<file path="src/rtl/ram_dp_param.sv">
// Simple dual-port RAM with a post-reset clear sequencer and write-first read bypass.
// Define RAMDP_OUTREG_EN to add an output register stage (read latency 2).
module ram_dp_param #(
    parameter int unsigned          DATA_W   = 8,
    parameter int unsigned          ADDR_W   = 4,
    parameter int unsigned          DEPTH    = 2 ** ADDR_W,
    parameter logic [DATA_W-1:0]    INIT_VAL = '0
) (
    input  logic              clock,
    input  logic              reset,
    input  logic [DATA_W-1:0] data,
    input  logic [ADDR_W-1:0] wraddress,
    input  logic              wren,
    input  logic [ADDR_W-1:0] rdaddress,
    input  logic              rden,
    output logic [DATA_W-1:0] q,
    output logic              q_valid,
    output logic              init_busy
);

    localparam logic [ADDR_W:0]   DepthLim = (ADDR_W + 1)'(DEPTH);
    localparam logic [ADDR_W-1:0] LastAddr = ADDR_W'(DEPTH - 1);

    typedef enum logic {StClear, StReady} state_e;

    state_e            state_q, state_d;
    logic [ADDR_W-1:0] clr_cnt_q, clr_cnt_d;
    logic [DATA_W-1:0] mem [DEPTH];

    logic              wr_in_range, rd_in_range;
    logic              wr_ok, rd_ok;
    logic [DATA_W-1:0] rd_data_d, rd_data_q;
    logic              rd_valid_q;

    assign wr_in_range = {1'b0, wraddress} < DepthLim;
    assign rd_in_range = {1'b0, rdaddress} < DepthLim;
    assign init_busy   = (state_q == StClear);
    assign wr_ok       = (state_q == StReady) && wren && wr_in_range;
    assign rd_ok       = (state_q == StReady) && rden;

    always_comb begin
        state_d   = state_q;
        clr_cnt_d = clr_cnt_q;
        if (state_q == StClear) begin
            clr_cnt_d = clr_cnt_q + 1'b1;
            if (clr_cnt_q == LastAddr) begin
                state_d = StReady;
            end
        end
    end

    // Write-first: a same-edge write to the read address is forwarded to q.
    always_comb begin
        rd_data_d = '0;
        if (rd_in_range) begin
            if (wr_ok && (wraddress == rdaddress)) begin
                rd_data_d = data;
            end else begin
                rd_data_d = mem[rdaddress];
            end
        end
    end

    always_ff @(posedge clock) begin
        if (reset) begin
            state_q    <= StClear;
            clr_cnt_q  <= '0;
            rd_data_q  <= '0;
            rd_valid_q <= 1'b0;
        end else begin
            state_q    <= state_d;
            clr_cnt_q  <= clr_cnt_d;
            rd_valid_q <= rd_ok;
            if (rd_ok) begin
                rd_data_q <= rd_data_d;
            end
        end
    end

    always_ff @(posedge clock) begin
        if (!reset) begin
            if (state_q == StClear) begin
                mem[clr_cnt_q] <= INIT_VAL;
            end else if (wr_ok) begin
                mem[wraddress] <= data;
            end
        end
    end

`ifdef RAMDP_OUTREG_EN
    logic [DATA_W-1:0] out_data_q;
    logic              out_valid_q;

    always_ff @(posedge clock) begin
        if (reset) begin
            out_data_q  <= '0;
            out_valid_q <= 1'b0;
        end else begin
            out_data_q  <= rd_data_q;
            out_valid_q <= rd_valid_q;
        end
    end

    assign q       = out_data_q;
    assign q_valid = out_valid_q;
`else
    assign q       = rd_data_q;
    assign q_valid = rd_valid_q;
`endif

endmodule

</file>
<file path="config.mk">
export PLATFORM = sky130hd
export DESIGN_NAME = ram_dp_param
export DESIGN_NICKNAME = d
export VERILOG_FILES = /design/src/rtl/ram_dp_param.sv
export SDC_FILE = /design/constraint.sdc
export NUM_CORES = 1
export LEC_CHECK = 0
export CORE_MARGIN = 2
export CORE_UTILIZATION = 50
export DETAILED_ROUTE_END_ITERATION = 16
export DONT_BUFFER_PORTS = 1
export GPL_TIMING_DRIVEN = 0
export PLACE_DENSITY = 0.68
export SLEW_MARGIN = 5
export SYNTH_ARGS = -nofsm -noshare
export SYNTH_HDL_FRONTEND = slang
export SYNTH_SLANG_ARGS = --single-unit
export TNS_END_PERCENT = 100
</file>
<file path="constraint.sdc">
create_clock -name clock -period 6 [get_ports clock]
set_clock_uncertainty 0.15 [all_clocks]
set_input_delay 0.3 -clock clock [delete_from_list [all_inputs] [get_ports clock]]
set_output_delay 0.3 -clock clock [all_outputs]
set_load 0.01 [all_outputs]
</file>
Yosys cells after proc, flatten, opt, wreduce, memory -nomap -nowiden
Memory sizes are Yosys's and may differ from the RTL's. A register that Yosys moved wholly into a read port is not among the register bits.
Index checks and enable logic that the tools add are counted.

operators by class
  multiplexer cells = 12
  add/sub/neg operators = 1
  reduce and logical (&&, ||, !) cells = 3
  bitwise operators = 1
  equal/unequal tests = 1

operator list
  operator                                                       count
  1-bit two-way mux                                              10
  8-bit two-way mux                                              1
  8-bit OR reduction                                             1
  4-bit by 1-bit adder with 4-bit output, second input constant  1
  4-bit equality test, second input constant                     1
  4-bit two-way mux                                              1
  1-bit logical AND                                              2
  1-bit inverter                                                 1

storage, ports and cells
  memory bits (writable) = 128
  memories = 1
  logic and storage cells = 22
  output and inout bits = 10
  flip-flop bits (word level) = 6
  input port bits = 20

memories
  memory  depth  width  rd ports  clocked after Yosys merged registers in  write ports  RTL line  RTL
  mem     16     8      1         1                                        1            28        logic [DATA_W-1:0] mem [DEPTH];

Logic depth before layout (Yosys ltp)
  depth in word-level cells = 7
  depth in mapped cells = 10
  depth with buffers taken out = 6

Least setup slack after synthesis
No wires, ideal clock.

  path kind = input port to flip-flop
  start = in reset
  end = mem mem[10][0], enable pin
  buffers on the path = 4
  cell stages on the path = 8
  data arrival time = 1.899 ns
  library setup time = 0.370 ns
  path slack = 3.581 ns
  required time = 5.480 ns
  cells stage by stage = buf_4 > and3b_1 > buf_6 > buf_6 > clkbuf_1 > mux2i_1 > nand2_1 > nor2_1

between the ends
  cells in the longest elaborated chain, start to end = 4
  elaborated cells on any way between the ends = 7
  classes of those cells = mux: 6; reduce/logical: 1

RTL lines
  item                                                              RTL line  RTL
  start: declaration                                                10        input logic reset,
  1-bit two-way mux                                                 81        if (!reset) begin
  1-bit two-way mux (not written as such)                           85        mem[wraddress] <= data;
  8-bit OR reduction (no line)                                      -
  4-bit two-way mux (no line) or 1-bit two-way mux (tied branches)  -
  end: declaration                                                  28

Parallel ways exist; a longest one is shown, timed or not.

Final worst setup path
  start = in reset
  end = mem mem[5][0], enable pin

Same word-level chain as after synthesis.

==> results_dict.tcl <==
set metrics [dict create \
    status "complete, no violations" \
    rows 39 \
    num_antenna_cells 0 \
    io-pin-count 30 \
    synth_edf_count 128 \
    finalSetupViolations 0 \
    rsz0062_at_grt "no" \
    synth_seq_cells 142 \
    htreeDepth 4 \
    cp_max_fo 10 \
    first_global_vias 3000 \
    die_x_um 111 \
    min_path_cells 1 \
    first_pass_iters 4 \
    ant_nets 0 \
    vias 3052 \
    worst-setup-path-type "in -> reg" \
    async_flop_share_pct 0 \
    antenna_found_initial 0 \
    worst_ep_arrival_time_ns 2.90 \
    wire_per_inst_um 24.5 \
    remaining_drc_errors 0 \
    maxCapViolations 0 \
    clock-sinks 142 \
    synthTopCellsByCount "edfxtp_1, mux4_2, nor2_1" \
    drtIter0Drc 291 \
    grt_max_degree 18 \
    grt_pass1_wl_um 18500 \
    cts_resized 0 \
    ir_worst_vdd_mv 0.189 \
    holdCritPathClass "in -> reg" \
    dp_hpwl_um 7730 \
    drt_wl_total_um 12200 \
    required_ns 5.88 \
    cts_tree "done" \
    post-route-period-util_pct 50.3 \
    cp-start-kind "input port" \
    netlist.area_leader.share_pct 66.8 \
    post-cts-setup-buffers 0 \
    die_h_um 111 \
    synth.largest_area_cell "edfxtp_1" \
    root_buffer "clkbuf_16" \
    design.core.area_um2 11300 \
    cts.path.max_buffers 2 \
    yosysSeqAreaShare_pct 71.7 \
    port_buffers 0 \
    grtUsageTotal_pct 21.0 \
    die-area_um2 12400 \
    ys.flop_type "edfxtp_1" \
    slew_violations 0 \
    power_density_nw_per_um2 335 \
    grt_overflow 0 \
    syn_area_um2 5750 \
    worstMarginPinSlew_ns 0.877 \
    relSlewSlack_pct 41.3 \
    hold_violations 0 \
    synthCells 323 \
    start_util_pct 50.8 \
    max_freq_ghz 0.331 \
    p_leak_uw 0.00196 \
    syn_to_final_growth_pct 13.0 \
    period_minus_slack_ns 3.02 \
    syn-num-nets 344 \
    ys_warn_count 0 \
    nNetsFinal 364 \
    fin_tns_setup_ns 0 \
    syn-mean-instance-area_um2 17.8 \
    synth.area.top_cells "edfxtp_1, mux4_2, dfxtp_1, a22oi_1, nor2_1" \
    final_util_pct 57.4 \
    yosysMostFrequentCell "edfxtp_1" \
    synth_cell_types 33 \
    viasPerCell 6.12 \
    cts_buffers 17 \
    clock_latency_ns 0.41 \
    drive_above_1_share_pct 21.3 \
    gp_congestion 0.801 \
    r2r_cells 6 \
    worst_setup_path_end_kind "flop" \
    clk_pin_slew_worst_paths_ns 0.06 \
]
-- where the power goes --
part	switching, uW	internal, uW	leakage [uW]
sequential	6.41	1080	0.00116
combinational	56.8	41.0	0.000523
clock	377	616	0.000278
-- final timing paths --
path | slack (ns) | from | to
max | 2.98 | reset | mem[5][0]
min | 0.23 | data[7] | mem[7][7]
max reg2reg | 3.30 | state_q | mem[5][0]
min reg2reg | 0.39 | clr_cnt_q[3] | state_q
-- registers in the layout (all words and copies together) (netlist names) --
name and cells:
q 8, mem 128, q_valid 1, clr_cnt_q 4
state_q 1
-- cells in the final DEF (no fill, tap or decap), types with 3 or more instances in the layout --
cell	n
a31oi_1	5
nor2_1	32
xnor2_1	4
buf_6	3
mux4_2	32
edfxtp_1	128
a21o_1	8
buf_2	3
mux2i_1	5
xor2_1	4
dfxtp_1	14
a22oi_1	16
nor2b_1	4
nand2_1	15
and2_2	8
inv_1	4
clkinv_2	3
buf_1	3
clkbuf_1	15
a311oi_1	8
clkbuf_16	18
-- through the flow --
stage	instances	hold WS, ns	power, uW	setup slack [ns]	cell area [um2]
4_1_cts	499	0.219	2190	2.98	6500
3_3_place_gp	466	0.382	1200	3.13	5930
6_report	499	0.228	2180	2.98	6500
5_1_grt	499	0.240	2240	2.79	6500
3_5_place_dp	466	0.388	1200	3.10	5930
2_1_floorplan	323	0.347	1170	3.58	5750
-- layer usage --
layer / vias up / track usage, % / part of all wire, %
met4: 0 / 9.47 / 1.5
met5: - / 0 / 0
met1: 1585 / 30.0 / 43
li1: 1327 / - / -
met3: 12 / 5.58 / 7.2
met2: 128 / 30.7 / 48
-- area by class of cell --
class / count / area (um2)
Clock buffer: 26 / 500
Buffer: 20 / 106
Timing Repair Buffer: 1 / 10.0
Multi-Input combinational cell: 157 / 1510
Inverter: 4 / 15.0
Tap cell: 143 / 179
Clock inverter: 6 / 57.6
Fill cell: 861 / 4820
Sequential cell: 142 / 4120
-- critical path: stages --
cell           delay, ns
dlygate4sd3_1       0.54
buf_4               0.16
and3b_1             0.22
buf_6               0.12
buf_6               0.12
clkbuf_1            0.33
a31oi_1             0.36
nor2_1              0.75
-- repair_timing --
item	4_1_cts	5_1_grt
setup endpoints to repair	0	0
hold buffers	1	0
hold endpoints to repair	4	0
-- cell families (layout without fill, tap and decap cells) --
kind of cell	Yosys count	count (layout)	synth area share, %
simple gates	70	70	6.02
buf+inv	24	57	2.11
xor+xnor	8	8	1.22
compound gates	40	40	5.18
fa+ha+maj	1	1	0.217
mux	38	38	13.6
flops	142	142	71.7
Note: power is estimated with default switching activity, not from simulation.
